## src/rtl/multicycle_control.sv

```systemverilog
// Multi-cycle control FSM: sequences FETCH/DECODE/EXEC/MEM/WB, drives datapath
// strobes from a latched opcode, with a memory-wait watchdog and retired counter.
module multicycle_control #(
  parameter int OP_W    = 5,
  parameter int TIMEOUT = 16,
  parameter int CNT_W   = 32,
  parameter int OP_R    = 0,
  parameter int OP_J    = 1,
  parameter int OP_BNE  = 2,
  parameter int OP_ADDI = 5,
  parameter int OP_SW   = 7,
  parameter int OP_LW   = 8
) (
  input  logic             clock,
  input  logic             reset_n,
  input  logic [OP_W-1:0]  op,
  input  logic             imem_ack,
  input  logic             dmem_ack,
  input  logic             alu_ne,
  output logic             imem_req,
  output logic             ir_we,
  output logic             pc_we,
  output logic [1:0]       pc_sel,
  output logic             alu_en,
  output logic             aluinb,
  output logic             rdst,
  output logic             dmem_req,
  output logic             dmwe,
  output logic             rwe,
  output logic             rwd,
  output logic             err,
  output logic [CNT_W-1:0] retired
);

  localparam int WAIT_W = (TIMEOUT > 2) ? $clog2(TIMEOUT) : 1;

  typedef enum logic [2:0] {IDLE, FETCH, DECODE, EXEC, MEM, WB, HALT} state_t;
  typedef enum logic [2:0] {C_R, C_J, C_BNE, C_I, C_SW, C_LW} cls_t;

  state_t            state, state_next;
  cls_t              cls;
  logic [OP_W-1:0]   op_q;
  logic [WAIT_W-1:0] wait_cnt;
  logic              waiting, expired;

  always_comb begin
    case (op_q)
      OP_W'(OP_R):    cls = C_R;
      OP_W'(OP_J):    cls = C_J;
      OP_W'(OP_BNE):  cls = C_BNE;
      OP_W'(OP_SW):   cls = C_SW;
      OP_W'(OP_LW):   cls = C_LW;
      OP_W'(OP_ADDI): cls = C_I;
      default:        cls = C_I;
    endcase
  end

  assign waiting = (state == FETCH && !imem_ack) || (state == MEM && !dmem_ack);
  assign expired = waiting && (wait_cnt == WAIT_W'(TIMEOUT - 1));

  always_comb begin
    state_next = state;
    imem_req   = 1'b0;
    ir_we      = 1'b0;
    pc_we      = 1'b0;
    pc_sel     = 2'd0;
    alu_en     = 1'b0;
    aluinb     = 1'b0;
    rdst       = 1'b0;
    dmem_req   = 1'b0;
    dmwe       = 1'b0;
    rwe        = 1'b0;
    rwd        = 1'b0;
    err        = 1'b0;
    case (state)
      IDLE: state_next = FETCH;
      FETCH: begin
        imem_req = 1'b1;
        if (imem_ack) begin
          ir_we      = 1'b1;
          pc_we      = 1'b1;
          state_next = DECODE;
        end else if (expired) begin
          state_next = HALT;
        end
      end
      DECODE: state_next = EXEC;
      EXEC: begin
        alu_en = 1'b1;
        aluinb = !(cls == C_R || cls == C_BNE);
        rdst   = (cls == C_R);
        case (cls)
          C_J: begin
            pc_we      = 1'b1;
            pc_sel     = 2'd2;
            state_next = FETCH;
          end
          C_BNE: begin
            pc_we      = alu_ne;
            pc_sel     = 2'd1;
            state_next = FETCH;
          end
          C_SW, C_LW: state_next = MEM;
          default:    state_next = WB;
        endcase
      end
      MEM: begin
        dmem_req = 1'b1;
        dmwe     = (cls == C_SW);
        if (dmem_ack)     state_next = (cls == C_LW) ? WB : FETCH;
        else if (expired) state_next = HALT;
      end
      WB: begin
        rwe        = 1'b1;
        rwd        = (cls == C_LW);
        rdst       = (cls == C_R);
        state_next = FETCH;
      end
      HALT: err = 1'b1;
      default: state_next = IDLE;
    endcase
  end

  // wait_cnt only survives a cycle that stays put in FETCH/MEM without ack;
  // any other transition (including entry) leaves it cleared.
  always_ff @(posedge clock or negedge reset_n) begin
    if (!reset_n) begin
      state    <= IDLE;
      op_q     <= '0;
      wait_cnt <= '0;
      retired  <= '0;
    end else begin
      state <= state_next;
      if (state == DECODE) op_q <= op;
      if (waiting && state_next == state) wait_cnt <= wait_cnt + WAIT_W'(1);
      else                                wait_cnt <= '0;
      if (state_next == FETCH && (state == EXEC || state == MEM || state == WB))
        retired <= retired + CNT_W'(1);
    end
  end

endmodule

```

## config.mk

```make
export PLATFORM = sky130hd
export DESIGN_NAME = multicycle_control
export DESIGN_NICKNAME = d
export VERILOG_FILES = /design/src/rtl/multicycle_control.sv
export SDC_FILE = /design/constraint.sdc
export NUM_CORES = 1
export LEC_CHECK = 0
export BUFFER_PORTS_ARGS = -buffer_cell sky130_fd_sc_hd__buf_2
export CORE_MARGIN = 8
export CORE_UTILIZATION = 26
export DETAILED_ROUTE_END_ITERATION = 10
export PLACE_DENSITY = 0.43
export SYNTH_ARGS = -nofsm -noshare
export SYNTH_HDL_FRONTEND = slang
export SYNTH_SLANG_ARGS = --single-unit
```

## constraint.sdc

```tcl
create_clock -name clock -period 4.64 [get_ports clock]
set_input_delay 0.232 -clock clock [delete_from_list [all_inputs] [get_ports clock]]
set_output_delay 0.232 -clock clock [all_outputs]
set_load 0.02 [all_outputs]
```

# Yosys cells after proc, flatten, opt, wreduce, memory -nomap -nowiden
# Cells that the tools add are included.
# W data, S select, Z words.
# totals
inputBits	10
elab_cells	65
ff_bits	44
output_inout_bits	45
# classes
n_eq_ne	17
addsub	2
muxes	23
reduce_logical	19
# op_table
cell	count
$add A32 B1 Y32 const B	1
$pmux W3 S6	1
$eq A3 B3 Y1 const B	5
$pmux W3 S5	1
$mux W3	4
$mux W1	11
$eq A3 B1 Y1 const B	3
$eq A3 B2 Y1 const B	3
$reduce_or A2 Y1	4
$logic_not A3 Y1	2
$pmux W3 S2	1
$eq A5 B1 Y1 const B	1
$eq A5 B2 Y1 const B	1
$eq A5 B3 Y1 const B	1
$eq A5 B4 Y1 const B	1
$logic_and A1 B1 Y1	5
$logic_not A5 Y1	1
$add A4 B1 Y4 const B	1
$eq A4 B4 Y1 const B	1
$logic_or A1 B1 Y1	4
$mux W4	1
$pmux W1 S2	2
$pmux W2 S2	1
$eq A3 B3 Y1	1
2 further kinds	4

# Depth between registers and ports, before layout
# depth
ltp_word	10
depth_mapped	8
ltp_nobuf	6

# Worst setup path before layout
# OpenSTA, ideal clock, no wires.
# synth_path
path_kind	flip-flop to output port
start	register op_q[4]
end	output port pc_we
t_arrival_ns	1.801
n_path_buf	0
path_stages_with_launch	4
required_ns	4.408
path_slack_ns	2.607
path_cell_list	dfrtp_1 or3_4 nor4_1 a211o_1
# synth_via
elab_chain_cells	5
word_cells_on_any_way	10
classes_between	eq/ne (6); mux (3); reduce/logical (1)
# synth_rtl
item	line_no	text
start: declaration	42	logic [OP_W-1:0] op_q;
start signal: assignment	134	if (state == DECODE) op_q <= op;
$eq A5 B4 Y1, or another cell as far along	47	case (op_q)
$pmux W3 S5 (*)	47	
$eq A3 B2 Y1 or $eq A3 B1 Y1 (tied branches)	92	case (cls)
$pmux W1 S2 (*)	92	
$pmux W1 S2 (*)	75	case (state)
end: declaration	22	output logic pc_we,
# Every way passes the cells marked *; elsewhere a longest branch is shown, timed or not.

# Final worst setup path
# layout_path
start	register wait_cnt[0]
end	register retired[1]
# layout_via
elab_chain_cells	7
word_cells_on_any_way	8
classes_between	eq/ne (2); mux (4); reduce/logical (2)
# layout_rtl
item	line_no	text
start: declaration	43	logic [WAIT_W-1:0] wait_cnt;
start signal: assignment	135	if (waiting && state_next == state) wait_cnt <= wait_cnt + WAIT_W'(1);
$eq A4 B4 Y1 (*)	59	assign expired = waiting && (wait_cnt == WAIT_W'(TIMEOUT - 1));
$logic_and A1 B1 Y1 (*)	59	
$mux W3 (*)	83, 111	
$mux W3 (on tied branches)	110, 79	
$pmux W3 S6 (*)	75	
$eq A3 B1 Y1 (*)	137	if (state_next == FETCH && (state == EXEC || state == MEM || state == WB))
$logic_and A1 B1 Y1 (*)	137	
end signal: assignment	138	retired <= retired + CNT_W'(1);
end: declaration	32	output logic [CNT_W-1:0] retired
# Marks and branches as above.
# A chain may end at the register's enable or synchronous reset.

==> summary.txt <==
Run status
  • Result of the run: finished clean

STA
  • Clock Skews: between 0.01 and 0.015 ns
  • Headroom to the max-slew limit: 31.4%
  • Total negative slack: 0 ns
  • Setup repair after global routing missed its margin: no
  • Clock period minus worst slack: between 2 and 3 ns
  • Maximum operating frequency: about 370 MHz
  • Actual transition at the worst max-transition pin: 1.03 ns
  • Pins over their slew limit: 0
  • Share of the clock period used by the worst path: between 50% and 60%
  • Final number of hold-violating endpoints: 0
  • Number of endpoints failing setup at the final stage: 0

Power and ir drop
  • Sw frac: a little over two fifths
  • Fraction of power consumed by the clock network: 23.3%
  • Static leakage: about 1.4 nW
  • Power Dens Cells: 459 nW/µm²
  • Pint: 0.000787 W
  • Part of the power in combinational logic: a little under two fifths
  • Sequential power share: 40.0%
  • NetSw: about 0.00057 W
  • VDD IR-drop max: ~0.00019 V

GRT
  • All-layer global routing usage: a little under a tenth
  • Wire length of the first global-routing pass: 9720 µm
  • Aggregate global routing overflow: 0
  • Antenna violations before repair: 0
  • Pin count of the biggest net entering global routing: between 40 and 50
  • Vias in the first global route: 1845

Worst hold path
  • Worst hold-check path type: in2async

Clocking
  • Number of sinks on the clock net: 44
  • TritonCTS clock tree: done
  • Clock-pin slew of the registers on the worst-case setup and hold paths: around 0.09 ns
  • Hold-fix buffers at CTS: 0
  • Clock root buffer: clkbuf_8
  • CTS Buf Count: 5
  • H-tree level count: 2
  • Post-CTS Setup Bufs: 0
  • Max Root-Sink Buffers: 2
  • Quantity of gates resized following cts: 0
  • Clock insertion delay at the later pin of the skew report: ~0.30 ns

Critical path
  • Arrival time of data at the critical path endpoint: 2.88 ns
  • CP required: 4.84 ns
  • CP endpoint kind: register
  • Critical path startpoint category: register
  • Critical path class: reg2reg
  • Highest net fanout along the worst path: 32

Synth
  • Proportion of register bits with asynchronous set or reset after synthesis: 100%
  • Synth Warn #: 0
  • Cell area after technology mapping: 2460 µm²
  • Number of enable flip-flop cells after synthesis: 0
  • Sequential element share of the synthesized area: roughly 45%
  • Flop and latch count out of synthesis: 44
  • Avg Inst Size Synth: about 11 µm²
  • Synth Net Count: 239
  • Post-synthesis cell type count: 40
  • Synthesized instance count: between 200 and 250
  • Most used DFF post-synth: dfrtp_1

Place
  • Routability-driven placement congestion ratio: between 0.7 and 0.8
  • Post-Place Cells: around 400
  • Half-perimeter wire length after detailed placement: 4180 µm
  • PortBufs: 54

Detailed routing
  • Iteration-0 DRC count of the detailed router: 86
  • Average via count per standard cell: around 4.5
  • Via count of the routed design: 1855
  • WL final: 5790 µm
  • Total DRC errors in the routed layout: 0
  • Routed len/inst: about 14 µm
  • Initial DRT Pass Iterations: 4
  • Detail Route Antenna Nets: 0

Floorplan
  • Starting density of the core: between 20% and 30%
  • Core area: approximately 9200 µm²
  • Total I/O pin count: 55
  • Chip Width: 113 µm
  • Row cnt: 35
  • Floorplan die height: between 100 and 150 µm
  • Die area: about 13000 µm²

Flow run
  • Reported max-cap violation count: 0

Cells and area
  • Fillers: around 960
  • Layout overhead on the synthesized area: 20.5%
  • Final instance count without filler cells: between 400 and 500
  • Final antenna diode count: 0
  • Fraction of layout cells with a size suffix above 1: 37.1%
  • Layout net count: around 290
  • Post-layout util: about a third
[kinds of logic (layout without fill, tap and decap cells)]
kind of cell / Yosys count / after routing / share of synthesized area [%]
adder cells (fa/ha/maj): 2 / 2 / 1.02
flip-flops: 44 / 44 / 44.7
buffers and inverters: 18 / 71 / 4.06
AO/OA/AOI/OAI: 13 / 13 / 3.35
XOR/XNOR: 34 / 34 / 12.1
multiplexers: 5 / 5 / 2.29
AND/OR/NAND/NOR: 111 / 111 / 32.5
[cell usage after synthesis, types with 2 or more instances]
cell	count	area [µm²]
dfrtp_1	44	1100
nand4_2	2	25.0
nor4b_1	2	17.5
xor2_1	30	263
nand4_1	5	31.3
inv_1	7	26.3
nand3_1	12	60.1
and3_1	5	31.3
nor3b_1	5	37.5
mux2_2	5	56.3
or2_2	2	12.5
nor4_2	20	250
nand2_1	16	60.1
buf_2	5	25.0
nor4b_2	3	45.0
nor3_1	8	40.0
xnor2_1	4	35.0
o21ai_0	6	30.0
nor2_1	17	63.8
and3b_2	2	20.0
nor4_1	2	12.5
a31oi_1	4	25.0
buf_6	3	33.8
ha_1	2	25.0
[per-stage QoR]
step	area (µm²)	total power, W	hold WS [ns]	worst slack [ns]
after floorplan	2460	0.000947	-0.0636	2.61
after global placement	2850	0.00106	0.447	1.98
after detailed placement	2850	0.00106	0.461	1.92
after CTS	2970	0.00138	0.146	1.92
after global routing	2970	0.00146	0.147	1.72
final	2970	0.00136	0.108	1.96
[power groups by stage]
stage | clock network (W) | registers (W) | logic (W)
2_1_floorplan | 0 | 0.000532 | 0.000415
3_3_place_gp | 0 | 0.000554 | 0.000511
3_5_place_dp | 0 | 0.000551 | 0.000513
4_1_cts | 0.000329 | 0.000545 | 0.000511
5_1_grt | 0.000348 | 0.000559 | 0.000551
6_report | 0.000317 | 0.000545 | 0.000501
[sequential cells by signal (all words and copies together) (netlist names)]
name      count
retired      32
wait_cnt      4
state         3
op_q          5
[cells in the final DEF (no fill, tap or decap), types with 5 or more instances in the layout]
cell type / n
buf_2: 54
and3_1: 5
nor2_1: 17
inv_1: 7
nor3b_1: 5
nor4_2: 20
nand2_1: 16
clkbuf_8: 6
nor3_1: 8
nand3_1: 12
dfrtp_1: 44
o21ai_0: 6
nand4_1: 5
xor2_1: 30
mux2_2: 5
[final cells by class]
type	instances	area (µm²)	area share [%]
Inverter	8	30.0	1.01
Multi-Input combinational cell	165	1280	43.0
Tap cell	129	161	5.44
Clock buffer	6	82.6	2.78
Timing Repair Buffer	55	278	9.36
Sequential cell	44	1100	37.1
Clock inverter	2	38.8	1.31
[worst max-delay path, cell delays in order (launching register included)]
cell and delay (ns):
dfrtp_1 0.41, ha_1 0.22, and3_2 0.25, a31oi_1 0.20, nand3_2 0.69, nor2_1 0.42, mux2_2 0.37
[routing by layer]
metal	track usage, %	vias up	routed length [µm]
met2	14.9	33	2800
met1	11.9	901	2680
met3	2.45	8	192
met5	0	-	0
li1	-	913	-
met4	4.09	0	114
[final timing paths]
path | cells after the start | from | slack [ns] | to
worst max-delay path | 6 | wait_cnt[0]$_DFF_PN0_ | 1.96 | retired[1]$_DFFE_PN0P_
worst min-delay path | 1 | reset_n | 0.11 | retired[14]$_DFFE_PN0P_
worst max register to register | 6 | wait_cnt[0]$_DFF_PN0_ | 1.96 | retired[1]$_DFFE_PN0P_
worst min register to register | 1 | wait_cnt[0]$_DFF_PN0_ | 0.47 | wait_cnt[0]$_DFF_PN0_
max in group asynchronous | 1 | reset_n | 3.90 | op_q[1]$_DFFE_PN0P_
min in group clock | 3 | op[0] | 0.15 | op_q[0]$_DFFE_PN0P_
(Power assumes the default switching activity.)
